$ cat config.mk
export PLATFORM = sky130hd
export DESIGN_NAME = pc_fold_collector
export DESIGN_NICKNAME = d
export VERILOG_FILES = /design/src/rtl/pc_fold_collector.sv
export SDC_FILE = /design/constraint.sdc
export NUM_CORES = 1
export LEC_CHECK = 0
export CORE_MARGIN = 5
export CORE_UTILIZATION = 48
export CTS_BUF_LIST = sky130_fd_sc_hd__clkbuf_4
export CTS_CLUSTER_SIZE = 28
export DETAILED_ROUTE_END_ITERATION = 16
export PLACE_DENSITY = 0.84
export SKIP_LAST_GASP = 1
export SLEW_MARGIN = 20
export SYNTH_ARGS = -nofsm -noshare
export SYNTH_HDL_FRONTEND = slang
export SYNTH_SLANG_ARGS = --single-unit
$ cat constraint.sdc
create_clock -name clk -period 2 [get_ports clk]
set_input_delay 0.4 -clock clk [delete_from_list [all_inputs] [get_ports clk]]
set_output_delay 0.4 -clock clk [all_outputs]
set_load 0.005 [all_outputs]
$ cat src/rtl/pc_fold_collector.sv
// pc_fold_collector
// Collects FOLD consecutive popcount beats of G neurons each into one full
// DIM_OUT-wide vector. Each neuron is binarized against its threshold as its
// group is captured. The finished vector is then held for the next layer.
//
// Handshake: a transfer happens on a rising clk edge where valid && ready.
// The producer holds valid and data stable until that edge. ready never
// depends combinationally on valid.
//
// Ports:
//   clk        rising-edge clock
//   rst_n      asynchronous active-low reset
//   clear      synchronous abort of the partial vector (ignored while holding)
//   in_valid   beat valid
//   in_ready   high while collecting
//   pc_in      G x W popcounts; lane j is neuron fold_idx*G+j
//   thr        DIM_OUT x W thresholds, sampled when each group is captured
//   out_valid  full vector available (high while holding)
//   out_ready  consumer accepts the held vector
//   out_pc     DIM_OUT x W raw popcounts, registered
//   out_bits   DIM_OUT binarized activations (pc >= thr), registered
//   fold_idx   index of the next group expected
module pc_fold_collector #(
   parameter  int DIM_IN     = 110,
   parameter  int DIM_OUT    = 16,
   parameter  int FOLD       = 4,
   parameter  int LOG_DIM_IN = 7,
   localparam int W          = LOG_DIM_IN + 1,
   localparam int G          = DIM_OUT / FOLD,
   localparam int FI_W       = (FOLD > 1) ? $clog2(FOLD) : 1
) (
   input  logic                 clk,
   input  logic                 rst_n,
   input  logic                 clear,
   input  logic                 in_valid,
   output logic                 in_ready,
   input  logic [G*W-1:0]       pc_in,
   input  logic [DIM_OUT*W-1:0] thr,
   output logic                 out_valid,
   input  logic                 out_ready,
   output logic [DIM_OUT*W-1:0] out_pc,
   output logic [DIM_OUT-1:0]   out_bits,
   output logic [FI_W-1:0]      fold_idx
);

   // Elaboration-time sanity checks on the parameter set.
   if ((DIM_OUT % FOLD) != 0) begin : g_bad_fold
      $error("DIM_OUT must be a multiple of FOLD");
   end
   if ((1 << LOG_DIM_IN) < DIM_IN) begin : g_bad_width
      $error("LOG_DIM_IN too small for DIM_IN");
   end

   typedef enum logic {
      COLLECT = 1'b0,
      HOLD    = 1'b1
   } state_t;

   state_t          state_q, state_d;
   logic [FI_W-1:0] fold_q, fold_d;
   logic            accept;

   // The outputs are decoded straight from the state register, so they are
   // glitch-free and are available right after reset.
   assign in_ready  = (state_q == COLLECT);
   assign out_valid = (state_q == HOLD);
   assign fold_idx  = fold_q;

   // clear has priority over a beat arriving in the same cycle.
   assign accept = in_valid && in_ready && !clear;

   always_ff @(posedge clk or negedge rst_n) begin
      if (!rst_n) begin
         state_q <= COLLECT;
         fold_q  <= '0;
      end else begin
         state_q <= state_d;
         fold_q  <= fold_d;
      end
   end

   always_comb begin
      state_d = state_q;
      fold_d  = fold_q;
      case (state_q)
         COLLECT: begin
            if (clear) begin
               fold_d = '0;
            end else if (accept) begin
               if (fold_q == FI_W'(FOLD - 1)) begin
                  fold_d  = '0;
                  state_d = HOLD;
               end else begin
                  fold_d = fold_q + 1'b1;
               end
            end
         end
         HOLD: begin
            if (out_ready) begin
               state_d = COLLECT;
            end
         end
         default: begin
            state_d = COLLECT;
            fold_d  = '0;
         end
      endcase
   end

   // Every neuron slot belongs to exactly one group. A slot is only written
   // when its own group is accepted. The previous vector therefore stays
   // visible after the handshake, until the new beats overwrite it group by
   // group.
   always_ff @(posedge clk or negedge rst_n) begin
      if (!rst_n) begin
         out_pc   <= '0;
         out_bits <= '0;
      end else begin
         for (int n = 0; n < DIM_OUT; n++) begin
            if (accept && (fold_q == FI_W'(n / G))) begin
               out_pc[n*W +: W] <= pc_in[(n % G)*W +: W];
               out_bits[n]      <= (pc_in[(n % G)*W +: W] >= thr[n*W +: W]);
            end
         end
      end
   end

endmodule

**Yosys cells after proc, flatten, opt, wreduce, memory -nomap -nowiden**

Index checks and enable logic that the tools add are counted.

- Output and inout port bits: 148
- Bits in registers: 147
- Input bits: 165
- Word-level logic and storage cells: 49

- $lt $le $gt $ge: 16
- Muxes and demuxes: 8
- Add/subtract/negate cells: 1
- Reductions and logical operators: 10
- Bitwise gates (word level): 1
- Eq/ne operators: 3

Operator list:

| cell | number |
|---|---|
| >= comparator 8 bit | 16 |
| logical AND 1 bit | 6 |
| 2-to-1 mux 2 bit | 3 |
| equality test 2 bit (second input constant) | 2 |
| 2-to-1 mux 1 bit | 4 |
| adder 2 x 1 -> 2 bit (second input constant) | 1 |
| equality test 2 x 1 -> 1 bit (second input constant) | 1 |
| zero test 2 bit | 1 |
| one-hot mux 1 bit (2 select lines) | 1 |
| AND reduction 2 bit | 1 |
| nonzero test 2 bit | 1 |
| zero test 1 bit | 1 |
| inverter 1 bit | 1 |

**Logic depth before layout (Yosys ltp)**

- Depth in word-level cells: 6
- Depth in mapped cells: 7

**Worst setup path after synthesis**

Ideal clock, no wire load.

- Path type: reg-to-reg
- From: reg fold_q[0], in the netlist fold_idx[0]
- To: reg out_pc[0]
- Path slack: 508 ps
- Path buffers: 2
- Library setup time: 125 ps
- Cell stages (with the launch flop): 7
- Clock period less this slack: 1492 ps
- Data arrival time: 1367 ps
- Cells stage by stage: dfrtp_1 -> inv_1 -> ha_1 -> and2_1 -> buf_6 -> buf_12 -> mux2_4

- Longest elaborated chain between the ends: 2

RTL lines:

| what | RTL line | RTL |
|---|---|---|
| start: declaration | 60 | `logic [FI_W-1:0] fold_q, fold_d;` |
| start signal: assignment | 78 | `fold_q <= fold_d;` |
| zero test 2 bit | 120 | `if (accept && (fold_q == FI_W'(n / G))) begin` |
| logical AND 1 bit | 120 |  |
| end signal: indexed assignment | 121 | `out_pc[n*W +: W] <= pc_in[(n % G)*W +: W];` |
| end: declaration | 41 | `output logic [DIM_OUT*W-1:0] out_pc,` |

No other way between the ends.
A chain may end at the register's enable or synchronous reset.

**Final worst setup path**

- From: reg state_q, in the netlist out_valid
- To: out in_ready

- Longest elaborated chain between the ends: 1

RTL lines:

| what | RTL line | RTL |
|---|---|---|
| start: declaration | 59 | `state_t state_q, state_d;` |
| start signal: assignment | 77 | `state_q <= state_d;` |
| inverter 1 bit (no source line) | n/a |  |
| end: declaration | 36 | `output logic in_ready,` |

No other way between the ends.

==> metrics.csv <==
stage;metric;value;unit
outcome;status;complete, but fails checks;
outcome;failed_checks;negative setup slack;
sta;rsz0062_at_grt;yes;
global_routing;overflow;0;
floorplanning;core;18700;µm²
worst_setup_path;cp_max_fo;5;
finish;syn2layout_area_growth;43.7;%
routing;first_pass_iters;4;
power;power_density;838;nW/µm²
routing;routedWlPerCell;18.5;µm
clock_tree;cts_buffers;17;
clock_tree;root_buffer;clkbuf_4;
global_routing;grt_pass1_wl;40.9;mm
routing;num_vias;7087;
floorplanning;initial_core_util;0.488;
worst_setup_path;crit_chain;inv_2 > clkdlybuf4s50_1;
worst_setup_path;path_class;reg2out;
logic_synthesis;synth_area_leaders;dfrtp_1 40%, mux2_4 20%, ha_1 18%;
routing;via_per_inst;5.10;
sta;maxSlewViolCount;0;
power;power.leakage;6.42;nW
sta;finalSetupViolations;1;
floorplanning;ios;313;
logic_synthesis;yosysWarnings;0;
sta;post-route-min-period;2010;ps
placement;dp.cells;1348;
global_routing;grtUsageMet2;0.408;
worst_setup_path;worst_setup_path_end_kind;primary output;
floorplanning;die-area;21900;µm²
sta;tightest_slew;523;ps
logic_synthesis;synth-edff-count;0;
clock_tree;clk_latency;560;ps
sta;slew_headroom;0.651;
sta;hold_viol;0;
sta;setup_ws;-9.57;ps
global_routing;use_met1;0.290;
logic_synthesis;synth_ff_type;dfrtp_1;
logic_synthesis;synthArstFlopShare;1.00;
worst_setup_path;cp.arrival;1610;ps
logic_synthesis;synth_area_leader_cell;dfrtp_1;
routing;drc_errors;0;
logic_synthesis;ys_seq_area_frac;0.403;
worst_setup_path;path_buf_inv;2;
power;peakVddDrop;541;µV
placement;port_buffers;312;
finish;drive_above_1_share;0.195;
finish;final_net_count;1438;
global_routing;busiest_layer;met2;
floorplanning;die_y;148;µm
clock_tree;clock-sinks;147;
clock_tree;clk_path_buf_depth;2;
worst_setup_path;slowest_stage;clkdlybuf4s50_1;
global_routing;antenna_found_initial;1;
clock_tree;htreeDepth;4;
global_routing;grt_usage;0.236;
logic_synthesis;synthesis.nets;1068;
logic_synthesis;synthTopCellsByCount;147 x dfrtp_1, 132 x ha_1, 121 x mux2_4, 119 x inv_1, 63 x nor2_1;
routing;drtAntennaViolNets;0;
sta;period_share;1.00;
floorplanning;die_w;148;µm
worst_setup_path;critPathLaunchType;register;
routing;first_iter_violations;181;
logic_synthesis;synth_seq_cells;147;
sta;fmax;498;MHz
placement;place_hpwl;20.3;mm
logic_synthesis;synthesis.area;9130;µm²
worst_setup_path;worst-endpoint-required;1600;ps
global_routing;use_met3;0.0650;
floorplanning;row_count;50;
logic_synthesis;synth.top_cell.area_share;0.403;
job;drv_cap;0;
global_routing;grt_pass1_vias;7678;
global_routing;grt_max_degree;51;
logic_synthesis;synth_cells;771;
placement;post-place-ws;-119;ps
min_path;hold_path_class;in2async;
worst_setup_path;cp_top_family;buffers and inverters;
clock_tree;cts_tree;yes;
finish;final-instance-count-excl-fill;1389;
finish;num-fill-cells;1323;
logic_synthesis;synthMostInstantiatedCell;dfrtp_1;
worst_setup_path;slowest_delay;520;ps
logic_synthesis;syn_area_per_cell;11.8;µm²
clock_tree;clk_pin_slew_worst_paths;140;ps
logic_synthesis;ys_types;21;
sta;tns;-9.57;ps
routing;routed_wirelength;25.8;mm
sta;skew;21.5;ps
placement;gp_congestion;0.860;
==> layout by cell type (no fill, tap or decap) <==
cell type	Yosys	routed
dlymetal6s2s_1	0	1
nand2_1	32	32
buf_4	0	46
mux2_4	121	121
o31ai_1	12	12
diode_2	0	1
and2_2	0	4
buf_6	5	1
o22ai_1	2	2
clkdlybuf4s50_1	0	310
clkinvlp_4	0	2
o21ai_0	24	24
a211oi_1	12	12
nor3_1	16	16
nor3b_1	4	4
dlygate4sd3_1	0	1
inv_6	0	1
clkinv_2	0	4
bufinv_16	0	3
nor3b_4	0	1
ha_1	132	132
o21bai_1	1	1
nor2_1	63	63
mux2_2	7	7
inv_2	0	1
buf_12	12	12
inv_1	119	118
a31oi_1	14	14
a21oi_1	40	40
dfrtp_1	147	147
clkbuf_4	0	19
clkinv_4	0	3
==> what timing repair did <==
| action | in CTS | in global routing |
|---|---|---|
| resized for setup | 1 | 2 |
| buffers inserted | 3 | 4 |
| setup endpoints to repair | 2 | 6 |
| hold buffers | 1 | 0 |
| endpoints found under the hold margin | 47 | 0 |
==> kinds of logic after synthesis <==
group / share of synthesized area
buffers and inverters: 0.0864
AOI/OAI and AO/OA: 0.0666
muxes: 0.208
DFF: 0.403
adders and majority gates: 0.181
and+or+nand+nor: 0.0553
==> state kept, by name (all words and copies together), names as in the netlist <==
signal and cells:
out_pc 128, out_bits 16, fold_idx 2, out_valid 1
==> cell type report <==
cell class / instances / area, µm² / share of cell area
multi-input combinational: 485 / 4670 / 0.356
timing repair buffer: 371 / 3720 / 0.284
sequential: 147 / 3680 / 0.280
inverter: 119 / 447 / 0.0341
tap: 234 / 293 / 0.0223
clock inverter: 13 / 160 / 0.0122
clock buffer: 19 / 143 / 0.0109
antenna: 1 / 2.50 / 0.000191
==> path summary, 6_finish.rpt <==
kind / start / endpoint / slack [ps] / depth (start not counted)
max in group asynchronous: rst_n / out_pc[98]$_DFFE_PN0N_ / 1020 / 3
min reg2reg: out_pc[34]$_DFFE_PN0P_ / out_pc[34]$_DFFE_PN0P_ / 520 / 1
min: rst_n / out_bits[3]$_DFFE_PN0P_ / 350 / 2
max: out_valid$_DFF_PN0_ / in_ready / -10 / 2
min in group clk: out_ready / out_valid$_DFF_PN0_ / 380 / 2
max reg2reg: out_valid$_DFF_PN0_ / out_pc[53]$_DFFE_PN0P_ / 110 / 6
==> power breakdown <==
group          total (mW)  internal [mW]  switching (mW)
combinational        4.51           3.11            1.41
sequential           4.45           3.87           0.586
clock                2.03          0.894            1.14
total                11.0           7.87            3.13
==> metal layers <==
layer	up-vias	wire length [µm]
met5	-	0
met4	0	547
met3	37	1880
met2	260	12700
met1	3414	10700
li1	3376	-
==> stage by stage <==
step	util	instance area, µm²	hold slack [ps]	total power, mW
after floorplan	-	9130	104	6.16
after global placement	0.681	12700	382	8.86
final	0.701	13100	349	11.0
after detailed placement	0.681	12700	388	9.02
after global routing	0.701	13100	329	11.6
after CTS	0.699	13100	328	11.1
(Power assumes the default switching activity.)
